[src/rtl/pipeline_hazard_controller.sv]
// Hazard sequencer beside the decode stage: load-use stalls, data-memory wait,
// branch-mispredict flush/redirect, and saturating performance counters.
module pipeline_hazard_controller #(
    parameter int PC_WIDTH        = 14,
    parameter int REG_IDX_WIDTH   = 5,
    parameter int LOAD_USE_CYCLES = 2,
    parameter int FLUSH_CYCLES    = 2,
    parameter int CNT_WIDTH       = 16
) (
    input  logic                     clk,
    input  logic                     rst,
    input  logic                     id_valid,
    input  logic [REG_IDX_WIDTH-1:0] reg1_index_id,
    input  logic [REG_IDX_WIDTH-1:0] reg2_index_id,
    input  logic                     uses_reg1_id,
    input  logic                     uses_reg2_id,
    input  logic                     ex_valid,
    input  logic                     ex_mem_read,
    input  logic [REG_IDX_WIDTH-1:0] dest_reg_index_ex,
    input  logic                     branch_resolved_ex,
    input  logic                     branch_taken_ex,
    input  logic                     branch_prediction_ex,
    input  logic [PC_WIDTH-1:0]      target_address_ex,
    input  logic [PC_WIDTH-1:0]      next_program_counter_ex,
    input  logic                     mem_busy,
    output logic                     stall_if,
    output logic                     stall_id,
    output logic                     stall_ex,
    output logic                     bubble_ex,
    output logic                     flush_if_id,
    output logic                     flush_id_ex,
    output logic                     redirect_valid,
    output logic [PC_WIDTH-1:0]      redirect_pc,
    output logic [CNT_WIDTH-1:0]     mispredict_count,
    output logic [CNT_WIDTH-1:0]     stall_count,
    output logic [1:0]               state
);

    localparam int MAX_CYC = (LOAD_USE_CYCLES > FLUSH_CYCLES) ? LOAD_USE_CYCLES : FLUSH_CYCLES;
    localparam int CW      = (MAX_CYC < 2) ? 1 : $clog2(MAX_CYC + 1);

    typedef enum logic [1:0] {
        RUN        = 2'd0,
        LOAD_STALL = 2'd1,
        MEM_WAIT   = 2'd2,
        FLUSH      = 2'd3
    } state_t;

    state_t          state_q, state_d;
    logic [CW-1:0]   cnt_q, cnt_d;
    logic            mispredict, load_use, count_mispredict;

    function automatic logic [CNT_WIDTH-1:0] sat_inc(input logic [CNT_WIDTH-1:0] v);
        return (&v) ? v : v + CNT_WIDTH'(1);
    endfunction

    assign mispredict = branch_resolved_ex & (branch_taken_ex != branch_prediction_ex);
    assign load_use   = id_valid & ex_valid & ex_mem_read & (dest_reg_index_ex != '0) &
                        ((uses_reg1_id & (reg1_index_id == dest_reg_index_ex)) |
                         (uses_reg2_id & (reg2_index_id == dest_reg_index_ex)));

    always_comb begin
        state_d          = state_q;
        cnt_d            = cnt_q;
        count_mispredict = 1'b0;
        stall_if         = 1'b0;
        stall_id         = 1'b0;
        stall_ex         = 1'b0;
        bubble_ex        = 1'b0;
        flush_if_id      = 1'b0;
        flush_id_ex      = 1'b0;
        redirect_valid   = 1'b0;
        redirect_pc      = '0;

        unique case (state_q)
            RUN: begin
                if (mispredict) begin
                    redirect_valid   = 1'b1;
                    redirect_pc      = branch_taken_ex ? target_address_ex : next_program_counter_ex;
                    flush_if_id      = 1'b1;
                    flush_id_ex      = 1'b1;
                    count_mispredict = 1'b1;
                    if (FLUSH_CYCLES > 1) begin
                        state_d = FLUSH;
                        cnt_d   = CW'(FLUSH_CYCLES - 1);
                    end
                end else if (mem_busy) begin
                    stall_if = 1'b1;
                    stall_id = 1'b1;
                    stall_ex = 1'b1;
                    state_d  = MEM_WAIT;
                end else if (load_use) begin
                    stall_if  = 1'b1;
                    stall_id  = 1'b1;
                    bubble_ex = 1'b1;
                    if (LOAD_USE_CYCLES > 1) begin
                        state_d = LOAD_STALL;
                        cnt_d   = CW'(LOAD_USE_CYCLES - 1);
                    end
                end
            end
            LOAD_STALL: begin
                stall_if  = 1'b1;
                stall_id  = 1'b1;
                bubble_ex = 1'b1;
                // A busy memory holds the whole stall window where it is.
                if (mem_busy) begin
                    stall_ex = 1'b1;
                end else if (cnt_q == CW'(1)) begin
                    state_d = RUN;
                end else begin
                    cnt_d = cnt_q - CW'(1);
                end
            end
            MEM_WAIT: begin
                if (mem_busy) begin
                    stall_if = 1'b1;
                    stall_id = 1'b1;
                    stall_ex = 1'b1;
                end else begin
                    state_d = RUN;
                end
            end
            FLUSH: begin
                flush_if_id = 1'b1;
                if (mem_busy) begin
                    stall_if = 1'b1;
                    stall_id = 1'b1;
                    stall_ex = 1'b1;
                end else if (cnt_q == CW'(1)) begin
                    state_d = RUN;
                end else begin
                    cnt_d = cnt_q - CW'(1);
                end
            end
            default: state_d = RUN;
        endcase

        // Reset forces every control output low without waiting for a clock.
        if (rst) begin
            stall_if       = 1'b0;
            stall_id       = 1'b0;
            stall_ex       = 1'b0;
            bubble_ex      = 1'b0;
            flush_if_id    = 1'b0;
            flush_id_ex    = 1'b0;
            redirect_valid = 1'b0;
            redirect_pc    = '0;
        end
    end

    always_ff @(posedge clk or posedge rst) begin
        if (rst) begin
            state_q          <= RUN;
            cnt_q            <= '0;
            mispredict_count <= '0;
            stall_count      <= '0;
        end else begin
            state_q <= state_d;
            cnt_q   <= cnt_d;
            if (count_mispredict) mispredict_count <= sat_inc(mispredict_count);
            if (stall_if)         stall_count      <= sat_inc(stall_count);
        end
    end

    assign state = state_q;

endmodule

[config.mk]
export PLATFORM = sky130hd
export DESIGN_NAME = pipeline_hazard_controller
export DESIGN_NICKNAME = d
export VERILOG_FILES = /design/src/rtl/pipeline_hazard_controller.sv
export SDC_FILE = /design/constraint.sdc
export NUM_CORES = 1
export LEC_CHECK = 0
export CORE_UTILIZATION = 46
export CTS_BUF_LIST = sky130_fd_sc_hd__clkbuf_4
export DETAILED_ROUTE_END_ITERATION = 12
export PLACE_DENSITY = 0.88
export SETUP_SLACK_MARGIN = 0.1
export SLEW_MARGIN = 20
export SYNTH_ARGS = -nofsm -noshare
export SYNTH_HDL_FRONTEND = slang
export SYNTH_SLANG_ARGS = --single-unit
[constraint.sdc]
create_clock -name clk -period 3.8 [get_ports clk]
set_input_delay 0.76 -clock clk [delete_from_list [all_inputs] [get_ports clk]]
set_output_delay 0.76 -clock clk [all_outputs]
set_load 0.05 [all_outputs]
### Word level (Yosys, flattened, before mapping)

Index checks and enable logic that the tools add are counted.

* register bits after elaboration: 36
* bits of input ports: 54
* output and inout bits: 55

* $add $sub $neg: 3
* eq/ne operators: 14
* multiplexer cells: 34
* bitwise logic cells: 10
* reductions and logical operators: 12

Operator list (number)
* $mux W14: 4
* $add A16 B1 Y16 const B: 2
* $reduce_and A16 Y1: 2
* $mux W2: 10
* $mux W1: 14
* $eq A5 B5 Y1: 2
* $and A1 B1 Y1: 7
* $ne A2 B2 Y1 const B: 3
* $ne A3 B3 Y1 const B: 2
* $pmux W1 S2: 3
* $pmux W2 S3: 1
* $reduce_and A5 Y1: 1
* $reduce_bool A5 Y1: 1
* $eq A2 B1 Y1 const B: 2
* $eq A2 B2 Y1 const B: 2
* $ne A4 B4 Y1 const B: 1
* $pmux W2 S2: 1
* $reduce_and A2 Y1: 2
* $reduce_and A4 Y1: 1
* $reduce_or A2 Y1: 2
* $pmux W1 S3: 1
* $reduce_or A3 Y1: 1
* $logic_not A2 Y1: 1
* $ne A2 B1 Y1 const B: 1
* other kinds (5): 6

### Depth between registers and ports, before layout

Gate-level depths: netlist of run 1.

* depth in word-level cells: 10
* gate-level depth with buffers: 9
* mapped depth without buffers: 7

### Least setup slack after synthesis of run 1

No wires, ideal clock.

* kind: input -> output
* start point: input port rst
* end point: output port redirect_pc[10]
* data arrival time: 2.828 ns
* required time: 3.040 ns
* path slack: 0.212 ns
* stages on the path: 4
* path through: inv_1 -> nand3_1 -> clkbuf_1 -> nor2_1

* longest elaborated chain between the ends: 1

Ends and longest elaborated chain
* from (decl): RTL line 11 `input logic rst,`
* $mux W14: RTL line 140 `if (rst) begin`
* to (decl): RTL line 33 `output logic [PC_WIDTH-1:0] redirect_pc,`

No other way between the ends.

### Final worst setup path of run 1

* start point: input port dest_reg_index_ex[3]
* end point: output port stall_if

* longest elaborated chain between the ends: 9
* elaborated cells on any way between the ends: 13
* those cells by class: eq/ne: 2; mux: 5; bitwise: 5; reduce/logical: 1

Ends and longest elaborated chain
* from (decl): RTL line 19 `input logic [REG_IDX_WIDTH-1:0] dest_reg_index_ex,`
* $eq A5 B5 Y1 (on tied branches): RTL line 59, 60
* $and A1 B1 Y1 (on tied branches): RTL line 59, 60
* $or A1 B1 Y1: RTL line 59 `((uses_reg1_id & (reg1_index_id == dest_reg_index_ex)) |`
* $and A1 B1 Y1 (*): RTL line 58 `assign load_use = id_valid & ex_valid & ex_mem_read & (dest_reg_index_ex != '0) &`
* $mux W1 (*): RTL line 92 `end else if (load_use) begin`
* $mux W1 (*): RTL line 87 `end else if (mem_busy) begin`
* $mux W1 (*): RTL line 77 `if (mispredict) begin`
* $pmux W1 S3 (*): RTL line 75 `unique case (state_q)`
* $mux W1 (*): RTL line 140
* to (decl): RTL line 26 `output logic stall_if,`

Mark *: on every way between the ends. The rest lies on a longest branch, timed or not.

==> flow_metrics.env, run 1 <==
export IMPL_outcome="complete, no violations"
export IMPL_hpwl_mm=5.028
export IMPL_drt_iter0_drc=89
export IMPL_slew_violations=0
export IMPL_min_path_type="reg2reg"
export IMPL_ys_flop_type="dfrtp_1"
export IMPL_drv_cap=0
export IMPL_place_congestion=0.8145
export IMPL_clk_latency_ps=340
export IMPL_place_inst=408
export IMPL_final_common_cell="clkdlybuf4s50_1"
export IMPL_fin_area_um2=3740
export IMPL_die_w_um=73.09
export IMPL_dieArea_um2=5342
export IMPL_regArea_um2=900.9
export IMPL_core_area_um2=4786
export IMPL_p_leak_nw=1.668
export IMPL_async_reset_ff_share_pct=100.0
export IMPL_grt_max_degree=37
export IMPL_crit_required_ps=3040
export IMPL_ant_nets=0
export IMPL_grt_pass1_vias=2063
export IMPL_cts_sinks=36
export IMPL_final_cell_mix="clkdlybuf4s50_1 (87), dfrtp_1 (36), xor2_1 (31), nor2_1 (25), buf_12 (21)"
export IMPL_final_layout_size_suffix_gt1_share_pct=13.18
export IMPL_finalNonFillerCells=416
export IMPL_fmax_mhz=284.8
export IMPL_min_from="mispredict_count[12]"
export IMPL_route_detailed_drc=0
export IMPL_synthesis_nets=299
export IMPL_ctsRootBufferMaster="clkbuf_4"
export IMPL_period_needed_ps=3512
export IMPL_grt_pass1_wl_mm=9.632
export IMPL_rows=25
export IMPL_hold_viol_final=0
export IMPL_ys_seq_elements=36
export IMPL_yosysTopAreaCell="dfrtp_1"
export IMPL_period_share_pct=92.41
export IMPL_htree_num_levels=2
export IMPL_antenna_found_initial=0
export IMPL_area_delta_synth_final_pct=60.87
export IMPL_netlist_area_um2=2325
export IMPL_power_mw=1.681
export IMPL_criticalPathCategory="in2out"
export IMPL_finClkSkew_ps=16.78
export IMPL_layout_nets=409
export IMPL_vias_per_cell=5.233
export IMPL_r2r_start="state[0]"
export IMPL_die_h_um=73.09
export IMPL_synth_distinct_cells=43
export IMPL_setup_tns_ps=0
export IMPL_cp_end_kind="output port"
export IMPL_multi_input_area_um2=1341
export IMPL_slew_headroom_pct=63.75
export IMPL_worst_pin_slew_ps=542.1
export IMPL_rsz0062_at_grt="no"
export IMPL_yosys_warnings=0
export IMPL_syn_avg_cell_area_um2=9.768
export IMPL_synth_edf_count=0
export IMPL_peakVddDrop_uv=498.8
export IMPL_startpoint_type="input port"
export IMPL_synth_area_leaders="dfrtp_1 (39%), xor2_1 (12%), mux2i_1 (7.3%)"
export IMPL_crit_path_start="dest_reg_index_ex[3]"
export IMPL_tritoncts="built"
export IMPL_synth_cells=238
export IMPL_wirelength_mm=6.405
export IMPL_clk_pin_slew_ps=110
export IMPL_port_buffers=108
export IMPL_cp_max_fo=4
export IMPL_overflow=0
export IMPL_fill_cells=323
export IMPL_initial_core_util_pct=48.58
export IMPL_diodes=0
export IMPL_ctsHoldBuffers=0
export IMPL_setup_viol=0
export IMPL_clockBufferDepth=2
export IMPL_first_pass_iters=4
export IMPL_cts_made_buffers=5
export IMPL_netlist_area_leader_share_pct=38.75
export IMPL_arrival_ps=2750
export IMPL_wl_per_cell_um=15.40
export IMPL_ioPinCount=109
export IMPL_vias=2177
export IMPL_final_util_pct=78.14
export IMPL_grtUsageTotal_pct=23.51
export IMPL_seq_area_frac_synth_pct=38.75
export IMPL_power_density_nw_per_um2=449.5
export IMPL_dpl_cell_area_um2=3684
state kept, by name, summed over array words and instances, names as in the netlist:
name              flops
state                 2
mispredict_count     16
cnt_q                 2
stall_count          16
layer usage:
layer,track usage [%],vias up,part of all wire (%)
li1,-,1049,-
met3,5.939,13,8.6
met4,7.625,0,2.0
met1,29.14,1021,42
met2,39.92,94,48
met5,0,-,0
worst max-delay path: stages:
cell             delay (ps)
clkdlybuf4s50_1         470
xor2_1                  190
nor4_1                  300
a32oi_1                 210
o41a_4                  480
inv_1                   170
buf_12                  160
kinds of logic after synthesis:
logic type / synth area share, %
AOI/OAI and AO/OA: 7.266
xor gates and xnor gates: 14.69
muxes: 9.257
adders and majority gates: 3.767
DFF: 38.75
buffers and inverters: 3.982
and+or+nand+nor: 22.28
final cells by class:
class / count / area share, %
inverter: 11 / 1.104
timing repair buffer: 112 / 35.33
tap: 67 / 2.242
multi-input combinational: 182 / 35.86
clock buffer: 5 / 1.004
clock inverter: 3 / 0.3680
sequential: 36 / 24.09
stage by stage:
step / setup WS, ps / hold slack, ps
after global placement: 349.1 / 472.9
after global routing: 175.8 / 524.3
after detailed placement: 220.5 / 481.3
final: 288.4 / 496.9
after floorplan: 211.5 / 495.8
after CTS: 219.1 / 499.5
synth_stat cells, types with 2 or more instances:
| master | count |
|---|---|
| nor3_1 | 10 |
| nor4_4 | 2 |
| mux2i_1 | 17 |
| mux2_2 | 4 |
| nor4_1 | 4 |
| and2_1 | 4 |
| o21ai_0 | 5 |
| nor4b_1 | 2 |
| or2_2 | 2 |
| clkbuf_1 | 3 |
| dfrtp_1 | 36 |
| inv_1 | 11 |
| nor2_1 | 25 |
| nand3_1 | 9 |
| buf_2 | 2 |
| xor2_1 | 31 |
| xnor2_1 | 8 |
| and4_1 | 2 |
| a21oi_1 | 7 |
| buf_4 | 2 |
| nand4_1 | 5 |
| ha_1 | 7 |
| and3_1 | 6 |
| nand2_1 | 15 |
where the power goes:
part           switching [mW]  total, mW  internal, mW
Sequential             0.0873      0.535         0.448
Combinational           0.559      0.951         0.393
Clock                   0.126      0.194        0.0679
Total                   0.772       1.68         0.909
worst paths after layout:
path	endpoint	slack, ps	depth (start not counted)
worst max-delay path	stall_if	290	7
worst min-delay path	mispredict_count[12]	500	1
worst max register to register	stall_count[14]	1170	7
worst min register to register	mispredict_count[12]	500	1
max in group asynchronous	stall_count[1]	2400	3
min in group asynchronous	stall_count[12]	1080	3
repair_timing:
item | in CTS | in global routing
hold endpoints to repair | 0 | 0
setup endpoints to repair | 0 | 2
setup buffers | 0 | 0
gates resized for setup | 0 | 1
Power figures use the tool's default switching activity.
==> run 2: changes to the inputs <==
CORE_UTILIZATION = 35   (was 46)
PLACE_DENSITY = 0.7   (was 0.88)
==> flow_metrics.env, run 2 (same netlist as run 1, synthesis figures left out) <==
export IMPL_fmax_mhz=283.6
export IMPL_min_path_type="reg2reg"
export IMPL_final_layout_size_suffix_gt1_share_pct=12.93
export IMPL_drv_cap=0
export IMPL_peakVddDrop_uv=400.0
export IMPL_setup_viol=0
export IMPL_final_util_pct=58.66
export IMPL_p_leak_nw=1.666
export IMPL_die_w_um=83.50
export IMPL_finClkSkew_ps=12.27
export IMPL_cts_sinks=36
export IMPL_tritoncts="built"
export IMPL_antenna_found_initial=0
export IMPL_dpl_cell_area_um2=3696
export IMPL_clk_latency_ps=340
export IMPL_area_delta_synth_final_pct=61.14
export IMPL_ctsRootBufferMaster="clkbuf_4"
export IMPL_cp_max_fo=4
export IMPL_die_h_um=83.50
export IMPL_port_buffers=108
export IMPL_slew_headroom_pct=62.79
export IMPL_route_detailed_drc=0
export IMPL_wirelength_mm=6.216
export IMPL_wl_per_cell_um=14.63
export IMPL_layout_nets=409
export IMPL_clk_pin_slew_ps=100
export IMPL_place_congestion=0.8257
export IMPL_ant_nets=0
export IMPL_outcome="complete, no violations"
export IMPL_clockBufferDepth=2
export IMPL_overflow=0
export IMPL_initial_core_util_pct=36.40
export IMPL_arrival_ps=2770
export IMPL_slew_violations=0
export IMPL_final_cell_mix="clkdlybuf4s50_1 (87), dfrtp_1 (36), xor2_1 (31), nor2_1 (25), buf_12 (21)"
export IMPL_worst_pin_slew_ps=556.5
export IMPL_grt_pass1_wl_mm=10.25
export IMPL_vias=2128
export IMPL_startpoint_type="input port"
export IMPL_cts_resized=0
export IMPL_ctsHoldBuffers=0
export IMPL_crit_required_ps=3040
export IMPL_grt_pass1_vias=2086
export IMPL_vias_per_cell=5.007
export IMPL_final_common_cell="clkdlybuf4s50_1"
export IMPL_power_mw=1.672
export IMPL_htree_num_levels=2
export IMPL_period_needed_ps=3526
export IMPL_first_pass_iters=4
export IMPL_grt_max_degree=36
export IMPL_setup_tns_ps=0
export IMPL_cp_end_kind="output port"
export IMPL_core_area_um2=6386
export IMPL_drt_iter0_drc=86
export IMPL_rsz0062_at_grt="no"
export IMPL_dieArea_um2=6972
export IMPL_cts_setup_buffers=0
export IMPL_ioPinCount=109
export IMPL_period_share_pct=92.79
export IMPL_reg_top3="mispredict_count x16, stall_count x16"
export IMPL_hpwl_mm=4.826
export IMPL_fill_cells=570
export IMPL_power_density_nw_per_um2=446.4
export IMPL_grtUsageTotal_pct=18.37
export IMPL_criticalPathCategory="in2out"
export IMPL_diodes=0
export IMPL_rows=29
export IMPL_fin_area_um2=3746
export IMPL_hold_viol_final=0
export IMPL_cts_made_buffers=5
==> run 2: cell count changes in the layout (fill, tap and decap cells not counted), sizes merged <==
| cell | previous run | this run |
|---|---|---|
| clkbuf | 5 | 6 |
| clkinv | 3 | 1 |
==> run 2: path summary, 6_finish.rpt <==
| path | start | endpoint | slack, ps | cells past startpoint |
|---|---|---|---|---|
| setup / recovery | dest_reg_index_ex[3] | stall_if | 270 | 7 |
| hold / removal | mispredict_count[5] | mispredict_count[5] | 500 | 1 |
| setup reg to reg | state[1] | stall_count[14] | 1180 | 7 |
| hold reg to reg | mispredict_count[5] | mispredict_count[5] | 500 | 1 |
| max in group asynchronous | rst | stall_count[15] | 2390 | 3 |
| min in group asynchronous | rst | state[1] | 740 | 2 |
==> run 2: area by class of cell <==
type | count | area [um2] | area share [%]
well taps | 77 | 96.34 | 2.572
flip-flops and latches | 36 | 900.9 | 24.05
clock buffers | 6 | 45.04 | 1.202
repair buffers | 112 | 1321 | 35.27
clock inverters | 1 | 5.005 | 0.1336
multi-input cells | 182 | 1336 | 35.67
inverters | 11 | 41.29 | 1.102
==> run 2: stage by stage <==
stage	std cells	hold WS (ps)	setup WS (ps)
2_1_floorplan	238	495.8	211.5
3_3_place_gp	418	485.7	306.1
3_5_place_dp	418	482.0	271.5
4_1_cts	425	499.4	257.1
5_1_grt	425	522.6	102.8
6_report	425	501.2	274.1
==> run 2: critical path, cell delays in order <==
cell and delay, ps:
clkdlybuf4s50_1 470, xor2_1 190, nor4_1 300, a32oi_1 230, o41a_4 480, inv_1 170
buf_12 160
==> run 2: power by group <==
group / internal [mW] / total (mW) / switching, mW
Clock: 0.0754 / 0.200 / 0.124
Sequential: 0.448 / 0.533 / 0.0854
Combinational: 0.390 / 0.939 / 0.549
Total: 0.914 / 1.67 / 0.758
==> run 2: layer usage <==
layer | GRT usage, % | wire, um | up-vias
met4 | 3.698 | 53 | 0
met1 | 24.92 | 2887 | 988
met3 | 4.154 | 419 | 6
met5 | 0 | 0 | -
met2 | 30.25 | 2855 | 89
li1 | - | - | 1045
==> variant 1 (flow settings as in run 1) <==
Change the parameter `PC_WIDTH` from 14 to 7.
--- a/src/rtl/pipeline_hazard_controller.sv
+++ b/src/rtl/pipeline_hazard_controller.sv
@@ -1,7 +1,7 @@
 // Hazard sequencer beside the decode stage: load-use stalls, data-memory wait,
 // branch-mispredict flush/redirect, and saturating performance counters.
 module pipeline_hazard_controller #(
-    parameter int PC_WIDTH        = 14,
+    parameter int PC_WIDTH        = 7,
     parameter int REG_IDX_WIDTH   = 5,
     parameter int LOAD_USE_CYCLES = 2,
     parameter int FLUSH_CYCLES    = 2,
Ports: changed (resized next_program_counter_ex, redirect_pc and target_address_ex); port bits go from 109 to 88. The function was not compared with the original's and may differ.
==> variant 1 against run 1 <==
The run now ends with design-rule violations left; routed wire length shrank 19%; critical path depth shrank 1; largest power group unchanged; worst setup slack gained 0.025 ns; via count shrank 11%; final cell count shrank 13%; sequential cell count is the same; area after synthesis shrank 5.1%; clock skew shrank 0.0035 ns; largest cell class unchanged; total power shrank 1.4%; sequential power is essentially flat; final area shrank 11%.
==> variant 1: results (changes against run 1) <==
{
  "status": {"value": "finished with violations"},
  "failing_checks": {"value": "design-rule violations"},
  "grt_util_all_layers": {"value": 20.71, "unit": "%", "change": "-2.8 points"},
  "gp_congestion": {"value": 0.8239, "change": "+1.2%"},
  "grt_pass1_vias": {"value": 1838, "change": "-11%"},
  "synth.cells.most_frequent": {"value": "36 x sky130_fd_sc_hd__dfrtp_1, 27 x sky130_fd_sc_hd__xnor2_1, 13 x sky130_fd_sc_hd__inv_1, 13 x sky130_fd_sc_hd__nor2_1"},
  "leakage": {"value": 1.416, "unit": "nW", "change": "-15%"},
  "vdd_ir_drop_max": {"value": 0.3822, "unit": "mV", "change": "-23%"},
  "layout.nets": {"value": 358, "change": "-12%"},
  "worst_r2r_endpoint": {"value": "stall_count[1]$_DFFE_PP0P_"},
  "crit_path_top_delay_cell": {"value": "sky130_fd_sc_hd__o41ai_4"},
  "worstSetupEndpoint": {"value": "stall_id"},
  "final.setup_skew": {"value": 0.01324, "unit": "ns", "change": "-0.003537 ns"},
  "drc_violation_count_after_routing": {"value": 6, "change": "+6"},
  "hpwl": {"value": 3976, "unit": "um", "change": "-21%"},
  "netlist_top_cells_area": {"value": "sky130_fd_sc_hd__dfrtp_1 41%, sky130_fd_sc_hd__xnor2_1 11%, sky130_fd_sc_hd__mux2i_1 4.5%"},
  "share_seq_of_total_power": {"value": 32.4, "unit": "%", "change": "+0.6 points"},
  "multi_input_comb_area": {"value": 1224, "unit": "um2", "change": "-8.8%"},
  "routed_wire_length_per_instance": {"value": 14.23, "unit": "um", "change": "-7.6%"},
  "timing.critical_path.arrival": {"value": 2.73, "unit": "ns", "change": "-0.02 ns"},
  "dr.pass1.iters": {"value": 8, "change": "+4"},
  "timing.reg2reg.worst_path_depth": {"value": 8, "change": "+1"},
  "grt_max_degree": {"value": 38, "change": "+2.7%"},
  "drive_above_1_share": {"value": 13.46, "unit": "%", "change": "+0.28 points"},
  "core_area": {"value": 4474, "unit": "um2", "change": "-6.5%"},
  "cp_slowest_stage_delay": {"value": 0.56, "unit": "ns", "change": "+0.08 ns"},
  "reg2reg_slack": {"value": 1.21, "unit": "ns", "change": "+0.04 ns"},
  "place.port_buffers": {"value": 87, "change": "-19%"}
}
-- variant 1: cell types whose count changed after synthesis, sizes merged, moves of 3 or more --
cell	run 1	this run
and3	6	9
mux2i	17	10
nand3	9	13
nand4	5	13
nor2	25	13
nor3	10	3
nor4	6	3
nor4b	3	0
xnor2	8	28
xor2	31	11
-- variant 1: cell families (layout without fill, tap and decap cells) --
family	count (synthesis)	after routing	share of synthesized area, %
xor+xnor	39	39	15.82
compound gates	26	26	8.561
mux	12	12	5.556
simple gates	80	80	21.32
fa+ha+maj	7	7	3.968
buf+inv	19	112	3.968
flops	36	36	40.82
-- variant 1: worst min-delay path by stage --
| stage | start | endpoint | slack (ns) | cells after the start |
|---|---|---|---|---|
| finish | mispredict_count[15]$_DFFE_PP0P_ | mispredict_count[15]$_DFFE_PP0P_ | 0.50 | 1 |
| global route | mispredict_count[15]$_DFFE_PP0P_ | mispredict_count[15]$_DFFE_PP0P_ | 0.52 | 1 |
| CTS | mispredict_count[15]$_DFFE_PP0P_ | mispredict_count[15]$_DFFE_PP0P_ | 0.50 | 1 |
| detailed placement | mispredict_count[15]$_DFFE_PP0P_ | mispredict_count[15]$_DFFE_PP0P_ | 0.48 | 1 |
| global placement | mispredict_count[15]$_DFFE_PP0P_ | mispredict_count[15]$_DFFE_PP0P_ | 0.48 | 1 |
| floorplan | cnt_q[1]$_DFFE_PP0P_ | cnt_q[1]$_DFFE_PP0P_ | 0.50 | 2 |
-- variant 1: final cells by class --
| cell class | instances | area share (%) |
|---|---|---|
| clock buffers | 7 | 1.575 |
| clock inverters | 1 | 0.1125 |
| inverters | 13 | 1.463 |
| multi-input cells | 164 | 36.68 |
| flip-flops and latches | 36 | 27.01 |
| well taps | 52 | 1.950 |
| repair buffers | 91 | 31.21 |
-- variant 1: routing by layer --
| layer | track usage (%) | routed length [um] | vias up |
|---|---|---|---|
| met5 | 0 | 0 | - |
| met3 | 4.782 | 326 | 6 |
| met1 | 26.08 | 2264 | 924 |
| met2 | 35.98 | 2537 | 61 |
| li1 | - | - | 950 |
| met4 | 5.333 | 50 | 0 |
-- variant 1: critical path, delay by kind of cell --
family / cells / cell delay, ns
XOR/XNOR: 1 / 0.20
AND/OR/NAND/NOR: 1 / 0.28
buffers and inverters: 2 / 0.67
AO/OA/AOI/OAI: 2 / 0.80
-- variant 1: metrics by stage --
stage	setup slack, ns	std cells
floorplan	0.3329	219
global placement	0.3858	356
detailed placement	0.2631	356
CTS	0.2717	364
global route	0.1861	364
finish	0.3132	364
-- variant 1: timing repair --
item	4_1_cts	5_1_grt
endpoints found under the setup margin	0	1
resized for setup	0	1
hold endpoints to repair	0	0
hold buffers	0	0
==> variant 2 (config.mk and constraints of run 1) <==
Without the edit above. Register the output `redirect_valid`; this adds one clock of latency there. The other outputs are not delayed to match.
--- a/src/rtl/pipeline_hazard_controller.sv
+++ b/src/rtl/pipeline_hazard_controller.sv
@@ -46,6 +46,8 @@
         FLUSH      = 2'd3
     } state_t;
 
+    logic redirect_valid_d;
+
     state_t          state_q, state_d;
     logic [CW-1:0]   cnt_q, cnt_d;
     logic            mispredict, load_use, count_mispredict;
@@ -69,13 +71,13 @@
         bubble_ex        = 1'b0;
         flush_if_id      = 1'b0;
         flush_id_ex      = 1'b0;
-        redirect_valid   = 1'b0;
+        redirect_valid_d = 1'b0;
         redirect_pc      = '0;
 
         unique case (state_q)
             RUN: begin
                 if (mispredict) begin
-                    redirect_valid   = 1'b1;
+                    redirect_valid_d = 1'b1;
                     redirect_pc      = branch_taken_ex ? target_address_ex : next_program_counter_ex;
                     flush_if_id      = 1'b1;
                     flush_id_ex      = 1'b1;
@@ -144,7 +146,7 @@
             bubble_ex      = 1'b0;
             flush_if_id    = 1'b0;
             flush_id_ex    = 1'b0;
-            redirect_valid = 1'b0;
+            redirect_valid_d = 1'b0;
             redirect_pc    = '0;
         end
     end
@@ -165,5 +167,9 @@
 
     assign state = state_q;
 
+    always_ff @(posedge clk) begin
+        redirect_valid <= redirect_valid_d;
+    end
+
 endmodule
 
Behaviour: not the same (a bounded check fails within 4 cycles, from zero or initial values and one cycle with rst high).
==> variant 2 against run 1 <==
Total power rose by 6.5%; area after synthesis up 2.6%; routed wire length down 1.3%; worst setup slack improved by 0.081 ns; clock power up 10%; final area rose by 1.0%; hold slack improved by 0.0033 ns; sequential cell count grew 1; die area grew 2.6%.
==> variant 2: results (changes against run 1) <==
{
  "grt_pass1_vias": {"value": 2371, "change": "+15%"},
  "crit_path_top_delay_cell": {"value": "sky130_fd_sc_hd__clkdlybuf4s50_1"},
  "clock_network_fraction_of_total_power": {"value": 12.0, "unit": "%", "change": "+0.4 points"},
  "vias_per_cell": {"value": 5.313, "change": "+1.5%"},
  "netlist_top_cells_area": {"value": "sky130_fd_sc_hd__dfrtp_1 38%, sky130_fd_sc_hd__xnor2_1 9.9%, sky130_fd_sc_hd__mux2i_1 6.7%"},
  "hp-start": {"value": "mispredict_count[15]$_DFFE_PP0P_"},
  "status": {"value": "finished clean"},
  "clock_latency": {"value": 0.36, "unit": "ns", "change": "+0.02 ns"},
  "cp_slowest_stage_delay": {"value": 0.57, "unit": "ns", "change": "+0.09 ns"},
  "holdPathEnd": {"value": "mispredict_count[15]$_DFFE_PP0P_"},
  "timing.critical_path.arrival": {"value": 2.67, "unit": "ns", "change": "-0.08 ns"},
  "drive_above_1_share": {"value": 11.72, "unit": "%", "change": "-1.5 points"},
  "vdd_ir_drop_max": {"value": 0.3639, "unit": "mV", "change": "-27%"},
  "critical_path.top_delay_family": {"value": "simple AND/OR/NAND/NOR gates"},
  "switchingPower": {"value": 0.8481, "unit": "mW", "change": "+9.8%"},
  "groute.layer.met1.usage": {"value": 28.00, "unit": "%", "change": "-1.1 points"},
  "hpwl": {"value": 5105, "unit": "um", "change": "+1.5%"},
  "synth.yosys.seq_area_share": {"value": 38.59, "unit": "%", "change": "-0.16 points"},
  "detailedRoute.firstIterationViolations": {"value": 69, "change": "-22%"},
  "routed_wire_length_per_instance": {"value": 14.56, "unit": "um", "change": "-5.4%"},
  "worst-path-max-fanout": {"value": 15, "change": "+11"},
  "postSynth.asyncResetShare": {"value": 97.30, "unit": "%", "change": "-2.7 points"},
  "worst-slew-pin-transition": {"value": 0.5175, "unit": "ns", "change": "-0.02456 ns"},
  "grt_util_all_layers": {"value": 25.12, "unit": "%", "change": "+1.6 points"},
  "share_seq_of_total_power": {"value": 31.5, "unit": "%", "change": "-0.3 points"},
  "syn_inst": {"value": 256, "change": "+7.6%"},
  "synth.net_count": {"value": 317, "change": "+6.0%"},
  "layout.filler_cells": {"value": 329, "change": "+1.9%"},
  "route.vias.total": {"value": 2306, "change": "+5.9%"},
  "use_met3": {"value": 7.724, "unit": "%", "change": "+1.8 points"},
  "final.setup_skew": {"value": 0.01377, "unit": "ns", "change": "-0.003006 ns"},
  "detail_route.wirelength.met1": {"value": 2452, "unit": "um", "change": "-8.3%"}
}
==> variant 2: cell types whose count changed in the layout (fill, tap and decap cells not counted), moves of 3 or more <==
cell / change
sky130_fd_sc_hd__nand2_1: +6
sky130_fd_sc_hd__nor4_1: -4
sky130_fd_sc_hd__xnor2_1: +19
sky130_fd_sc_hd__nor2_1: +10
sky130_fd_sc_hd__nor3_1: -5
sky130_fd_sc_hd__nor3b_1: +3
sky130_fd_sc_hd__nand3_1: +4
sky130_fd_sc_hd__xor2_1: -21
sky130_fd_sc_hd__nand4_1: +10
==> variant 2: cell families (layout without fill, tap and decap cells) <==
family / after synthesis / count (layout) / share of synthesized area, %
adders and majority gates: 7 / 7 / 3.671
and+or+nand+nor: 113 / 113 / 24.23
DFF: 37 / 37 / 38.59
buffers and inverters: 17 / 128 / 3.408
AOI/OAI and AO/OA: 24 / 24 / 6.766
muxes: 20 / 20 / 8.600
xor gates and xnor gates: 38 / 38 / 14.74
==> variant 2: per-stage QoR <==
step / hold WS (ns) / power [mW] / instance area [um2] / setup WS, ns / util [%]
after floorplan: 0.4894 / 1.202 / 2386 / 0.2471 / -
after global placement: 0.4796 / 1.555 / 3722 / 0.4873 / 76.77
after detailed placement: 0.4835 / 1.581 / 3722 / 0.3624 / 76.77
after CTS: 0.5037 / 1.796 / 3777 / 0.3561 / 77.91
after global routing: 0.5436 / 1.885 / 3777 / 0.2393 / 77.91
final: 0.5001 / 1.790 / 3777 / 0.3698 / 77.91
==> variant 2: layout make-up <==
class | instances | share of cell area, %
tap | 67 | 2.219
timing repair buffer | 110 | 34.32
multi-input combinational | 202 | 36.63
clock buffer | 5 | 0.9937
sequential | 37 | 24.38
inverter | 10 | 0.9937
clock inverter | 3 | 0.4637
